`config.mk`:
```
export PLATFORM = sky130hd
export DESIGN_NAME = iob_regfile_1wnr_flat
export DESIGN_NICKNAME = d
export VERILOG_FILES = /design/src/rtl/iob_regfile_1wnr_if.sv /design/src/rtl/iob_regfile_1wnr.sv /design/src/flat_wrapper.sv
export SDC_FILE = /design/constraint.sdc
export NUM_CORES = 1
export LEC_CHECK = 0
export CAP_MARGIN = 25
export CORE_AREA = 3 3 180 182
export CTS_BUF_LIST = sky130_fd_sc_hd__clkbuf_2 sky130_fd_sc_hd__clkbuf_4 sky130_fd_sc_hd__clkbuf_8
export DETAILED_ROUTE_END_ITERATION = 10
export DIE_AREA = 0 0 183 185
export PLACE_DENSITY = 0.82
export SETUP_SLACK_MARGIN = 0.4
export SLEW_MARGIN = 20
export SYNTH_ARGS = -nofsm -noshare
export SYNTH_HDL_FRONTEND = slang
export SYNTH_SLANG_ARGS = --single-unit
```
`constraint.sdc`:
```
create_clock -name clk_i -period 13.9 [get_ports clk_i]
set_input_delay 2.78 -clock clk_i [delete_from_list [all_inputs] [get_ports clk_i]]
set_output_delay 2.78 -clock clk_i [all_outputs]
set_load 0.03 [all_outputs]
```
`src/rtl/iob_regfile_1wnr_if.sv`:
```
// Bus bundle for the 1-write / N-read register file: write port, clear, and
// per-read-port address/enable/data/valid vectors.
interface iob_regfile_1wnr_if #(
  parameter int ADDR_W = 3,
  parameter int DATA_W = 32,
  parameter int N_RD   = 2
);
  logic                     clear_i;
  logic                     w_en_i;
  logic [ADDR_W-1:0]        w_addr_i;
  logic [DATA_W/8-1:0]      w_strb_i;
  logic [DATA_W-1:0]        w_data_i;
  logic [N_RD-1:0]          r_en_i;
  logic [N_RD*ADDR_W-1:0]   r_addr_i;
  logic [N_RD*DATA_W-1:0]   r_data_o;
  logic [N_RD-1:0]          r_valid_o;

  modport master (
    output clear_i, w_en_i, w_addr_i, w_strb_i, w_data_i, r_en_i, r_addr_i,
    input  r_data_o, r_valid_o
  );

  modport slave (
    input  clear_i, w_en_i, w_addr_i, w_strb_i, w_data_i, r_en_i, r_addr_i,
    output r_data_o, r_valid_o
  );
endinterface

```
`src/rtl/iob_regfile_1wnr.sv`:
```
// Register file with one byte-strobed write port, N registered read ports,
// per-entry valid flags, synchronous clear and optional write-first forwarding.
module iob_regfile_1wnr #(
  parameter int ADDR_W = 3,
  parameter int DATA_W = 32,
  parameter int N_RD   = 2,
  parameter int BYPASS = 0
) (
  input logic                clk_i,
  input logic                cke_i,
  input logic                arst_i,
  iob_regfile_1wnr_if.slave  bus
);
  localparam int DEPTH = 2 ** ADDR_W;
  localparam int NB    = DATA_W / 8;

  logic [DATA_W-1:0] mem [DEPTH];
  logic [DEPTH-1:0]  valid;
  logic [DATA_W-1:0] merged;
  logic              do_write;
  logic [DATA_W-1:0] rd_data [N_RD];
  logic [N_RD-1:0]   rd_valid;

  function automatic logic [ADDR_W-1:0] rd_addr(input int k);
    return bus.r_addr_i[k*ADDR_W +: ADDR_W];
  endfunction

  // An all-zero strobe is a no-op, so it must not mark the entry valid.
  assign do_write = bus.w_en_i && (|bus.w_strb_i) && !bus.clear_i;

  // Post-write image of the target entry; used both for storage and forwarding.
  always_comb begin
    merged = mem[bus.w_addr_i];
    for (int b = 0; b < NB; b++) begin
      if (bus.w_strb_i[b]) begin
        merged[8*b +: 8] = bus.w_data_i[8*b +: 8];
      end
    end
  end

  always_ff @(posedge clk_i or posedge arst_i) begin
    if (arst_i) begin
      for (int i = 0; i < DEPTH; i++) begin
        mem[i] <= '0;
      end
      valid <= '0;
    end else if (cke_i) begin
      if (bus.clear_i) begin
        for (int i = 0; i < DEPTH; i++) begin
          mem[i] <= '0;
        end
        valid <= '0;
      end else if (do_write) begin
        mem[bus.w_addr_i]   <= merged;
        valid[bus.w_addr_i] <= 1'b1;
      end
    end
  end

  // Read ports sample pre-edge storage unless forwarding is enabled.
  always_ff @(posedge clk_i or posedge arst_i) begin
    if (arst_i) begin
      for (int k = 0; k < N_RD; k++) begin
        rd_data[k] <= '0;
      end
      rd_valid <= '0;
    end else if (cke_i) begin
      for (int k = 0; k < N_RD; k++) begin
        if (bus.r_en_i[k]) begin
          if (BYPASS != 0 && bus.clear_i) begin
            rd_data[k]  <= '0;
            rd_valid[k] <= 1'b0;
          end else if (BYPASS != 0 && do_write && rd_addr(k) == bus.w_addr_i) begin
            rd_data[k]  <= merged;
            rd_valid[k] <= 1'b1;
          end else begin
            rd_data[k]  <= mem[rd_addr(k)];
            rd_valid[k] <= valid[rd_addr(k)];
          end
        end
      end
    end
  end

  for (genvar k = 0; k < N_RD; k++) begin : g_out
    assign bus.r_data_o[k*DATA_W +: DATA_W] = rd_data[k];
  end
  assign bus.r_valid_o = rd_valid;

endmodule

```
`src/flat_wrapper.sv`:
```
// flat-port wrapper written by rule: the top's interface ports become plain ports
module iob_regfile_1wnr_flat 
#(
  parameter int ADDR_W = 3,
  parameter int DATA_W = 32,
  parameter int N_RD   = 2,
  parameter int BYPASS = 0
)
  (clk_i, cke_i, arst_i, bus_clear_i, bus_w_en_i, bus_w_addr_i, bus_w_strb_i, bus_w_data_i, bus_r_en_i, bus_r_addr_i, bus_r_data_o, bus_r_valid_o);
  iob_regfile_1wnr_if #(.ADDR_W(ADDR_W), .DATA_W(DATA_W), .N_RD(N_RD)) bus_i ();
  input logic clk_i;
  input logic cke_i;
  input logic arst_i;
  input wire logic [$bits(bus_i.clear_i)-1:0] bus_clear_i;
  input wire logic [$bits(bus_i.w_en_i)-1:0] bus_w_en_i;
  input wire logic [$bits(bus_i.w_addr_i)-1:0] bus_w_addr_i;
  input wire logic [$bits(bus_i.w_strb_i)-1:0] bus_w_strb_i;
  input wire logic [$bits(bus_i.w_data_i)-1:0] bus_w_data_i;
  input wire logic [$bits(bus_i.r_en_i)-1:0] bus_r_en_i;
  input wire logic [$bits(bus_i.r_addr_i)-1:0] bus_r_addr_i;
  output wire logic [$bits(bus_i.r_data_o)-1:0] bus_r_data_o;
  output wire logic [$bits(bus_i.r_valid_o)-1:0] bus_r_valid_o;
  assign bus_i.clear_i = bus_clear_i;
  assign bus_i.w_en_i = bus_w_en_i;
  assign bus_i.w_addr_i = bus_w_addr_i;
  assign bus_i.w_strb_i = bus_w_strb_i;
  assign bus_i.w_data_i = bus_w_data_i;
  assign bus_i.r_en_i = bus_r_en_i;
  assign bus_i.r_addr_i = bus_r_addr_i;
  assign bus_r_data_o = bus_i.r_data_o;
  assign bus_r_valid_o = bus_i.r_valid_o;
  iob_regfile_1wnr #(.ADDR_W(ADDR_W), .DATA_W(DATA_W), .N_RD(N_RD), .BYPASS(BYPASS)) u_core (.clk_i(clk_i), .cke_i(cke_i), .arst_i(arst_i), .bus(bus_i));
endmodule
```
==> summary.md <==
| Metric | Value |
|---|---|
| Initial antenna violation count | 0 |
| Synth Area in Simple Gates | 0.0858 |
| CTS Hold Bufs | 0 |
| Cell count after placement | 2000 |
| Flop-to-flop setup slack | about 12 ns |
| Comb pwr share | 0.161 |
| Placer Congestion | 0.889 |
| Lkg Pwr | slightly above 9 nW |
| Syn_nets | around 1700 |
| Wire length of the first global-routing pass | ~94 mm |
| Cells after synthesis | roughly 1600 |
| Crit-path max FO | 17 |
| CP arrival | 6.19 ns |
| Root Buffer | clkbuf_8 |
| H-tree depth | 2 |
| Final setup violation count | 0 |
| Synth area leader | dfrtp_1 |
| Die H | approximately 190 um |
| Synth Area in Adders | 0 |
| Nets | about 1700 |
| Vias per cell | about 7.6 |
| Fmax | 175 MHz |
| Initial Utilization | 0.622 |
| Clk network pwr share | 0.426 |
| Pre-antenna DRT Iters | 6 |
| Seq cells post-synth | 330 |
| Initial DRC count | roughly 2400 |
| Global route overflow | 0 |
| GRT Util Overall | 0.358 |
| Die width | about 180 um |
| Total of max-cap violations | 0 |
| Die area | 33900 um^2 |
| Hold depth | 2 |
| Area grow syn2layout | 13.6% |
| CTS tree | yes |
| Worst slew margin | 0.216 |
| Final Hold Violating Endpoints | 0 |
| Max VDD drop | roughly 0.094 mV |
| Multiplexer area fraction after synthesis | 0.222 |
| Number of port buffers | 117 |
| WL final | between 60 and 70 mm |
| CTS max path bufs | 3 |
| Post-synth top cells | dfrtp_1, nand2_1, o31ai_1 |
| Largest family of logic cells by synthesized area | multiplexers |
| Post-route insts no fill | 2103 |
| CTS-repair resized insts | 0 |
| N_diodes | 0 |
| Synth Cell Area | 19100 um^2 |
| Number of synthesized flops with an enable pin | 0 |
| Synth warn | 0 |
| Core area | roughly 30000 um^2 |
| Vias in the first global route | around 16000 |
| Worst-Skew Late Latency | approximately 0.60 ns |
| Synthesized-area fraction occupied by xor and xnor cells | 0 |
| Fillers | 2076 |
| RSZ-0062 raised after global routing | no |
| DR vias | approximately 16000 |
| Largest net degree at the start of global routing | around 140 |
| Layout cells sized above 1 | 0.221 |
| Critical R2R Launch | u_core.mem[33]$_DFFE_PP0P_ |
| Skew final | around 0.02 ns |
| Drt drc | 0 |
| Most numerous cell in the Yosys netlist | dfrtp_1 |
| Fraction of the mapped netlist area in compound gates | 0.218 |
| Setup Crit Path Kind | in2reg |
| Flop pwr share | 0.413 |
| Hold wc startpoint | u_core.valid[2]$_DFFE_PP0P_ |
| Postcts setup bufs | 0 |
| Routed Antenna Nets | 0 |
| Crit share post-route | 0.412 |
| Top post-synthesis cells by area | dfrtp_1, mux4_2, o31ai_1 |
| Req. time, crit path | roughly 14 ns |
| # IOs | between 100 and 150 |
| Internal power | 1.80 mW |
| Async SR Flop Fraction | 1.00 |
| PD cells | 116 nW/um^2 |
| Tightest Hold Check Type | reg2reg |
| Wire per inst | ~29 um |
| TritonCTS Buffers | 55 |
| End of the worst register-to-register path | u_core.mem[129]$_DFFE_PP0P_ |
| Worst-path clk slew | roughly 0.07 ns |
| Critical path capture point type | flop |
| Final min period | between 5 and 6 ns |
| Avg Inst Size Synth | between 10 and 15 um^2 |
| Status | complete, no violations |
| Slew @ Worst Pin | 1.18 ns |
| P_sw | 0.708 mW |
| Worst min-delay path endpoint | u_core.valid[2]$_DFFE_PP0P_ |
| Seq/Total Area, Yosys | 0.432 |
| R2R depth | 4 |
| Synth top area share | 0.432 |
| Setup TNS | 0 ns |
| Distinct cell type count after synthesis | 61 |
| DPL Wire Length | ~35 mm |
| Startpoint Class | input pin |
| Num Clock Sinks | 330 |
| Switching Fraction | 0.282 |
| Final Max Tran Viols | 0 |
| Rows | between 60 and 70 |
| Ys flop type | dfrtp_1 |
[power groups by stage]
stage / Sequential [mW] / Combinational (mW) / Clock (mW)
6_report: 1.04 / 0.404 / 1.07
3_3_place_gp: 1.05 / 0.389 / 0
2_1_floorplan: 1.09 / 0.214 / 0
3_5_place_dp: 1.05 / 0.395 / 0
5_1_grt: 1.04 / 0.423 / 1.12
4_1_cts: 1.04 / 0.397 / 1.07
[metrics by stage]
step / hold slack (ns) / area (um^2) / power [mW] / util / setup slack, ns
after floorplan: 0.458 / 19100 / 1.31 / - / 1.98
after global placement: 0.480 / 20300 / 1.44 / 0.660 / 7.87
after detailed placement: 0.487 / 20300 / 1.45 / 0.660 / 7.78
after CTS: 0.501 / 21700 / 2.50 / 0.706 / 8.38
after global routing: 0.534 / 21700 / 2.58 / 0.706 / 8.24
final: 0.502 / 21700 / 2.51 / 0.706 / 8.18
[sequential cells by signal (all words and copies together), names as in the netlist]
| register | flops |
|---|---|
| u_core.bus.r_valid_o | 2 |
| u_core.mem | 256 |
| u_core.valid | 8 |
| u_core.bus.r_data_o | 64 |
[metal layers]
metal	vias to the layer above	global-route usage	routed length (um)
li1	6391	-	-
met1	7875	0.476	21600
met2	1423	0.562	27600
met3	312	0.0848	8240
met4	0	0.177	3450
met5	-	0	0
[cell usage in the layout (no fill, tap or decap), types with 8 or more instances in the layout]
cell	instances
bufinv_16	8
a22o_1	70
o31ai_1	161
clkinv_2	11
nor2b_1	16
nand2_1	226
o21ai_0	24
a21o_1	11
mux4_2	136
a221o_1	35
dfrtp_1	330
clkdlybuf4s50_1	108
nor2_1	79
a221oi_1	31
a221oi_4	14
clkbuf_8	77
and2_1	10
mux2_2	25
o31ai_2	15
mux2i_1	88
a21oi_1	75
buf_4	43
[logic make-up (layout without fill, tap and decap cells)]
family,Yosys count,in the layout
and+or+nand+nor,374,374
DFF,330,330
AOI/OAI and AO/OA,482,482
muxes,251,251
buffers and inverters,168,270
[layout make-up]
cell class	count	area, um^2	share of cell area
well taps	396	495	0.0228
clock buffers	81	1090	0.0502
inverters	10	45.0	0.00207
clock inverters	21	312	0.0143
repair buffers	158	1460	0.0673
multi-input cells	1107	10100	0.463
flip-flops and latches	330	8260	0.380
[worst max path at each step]
stage | from | end | slack [ns] | cells after the start
2_1_floorplan | arst_i | u_core.bus.r_data_o[0]$_DFFE_PP0P_ | 1.98 | 1
3_3_place_gp | bus_w_strb_i[1] | u_core.mem[168]$_DFFE_PP0P_ | 7.87 | 6
3_5_place_dp | bus_w_strb_i[1] | u_core.mem[131]$_DFFE_PP0P_ | 7.78 | 6
4_1_cts | bus_w_strb_i[1] | u_core.mem[135]$_DFFE_PP0P_ | 8.38 | 6
5_1_grt | bus_w_strb_i[1] | u_core.mem[172]$_DFFE_PP0P_ | 8.24 | 6
6_report | bus_w_strb_i[1] | u_core.mem[131]$_DFFE_PP0P_ | 8.18 | 6
[worst max-delay path, cell delays in order]
cell             delay, ns
clkdlybuf4s50_1       0.90
or4_1                 1.04
a41oi_4               0.86
buf_4                 0.41
nand2_1               0.10
o31ai_1               0.09
No activity file was read; power rests on OpenSTA's default activity.
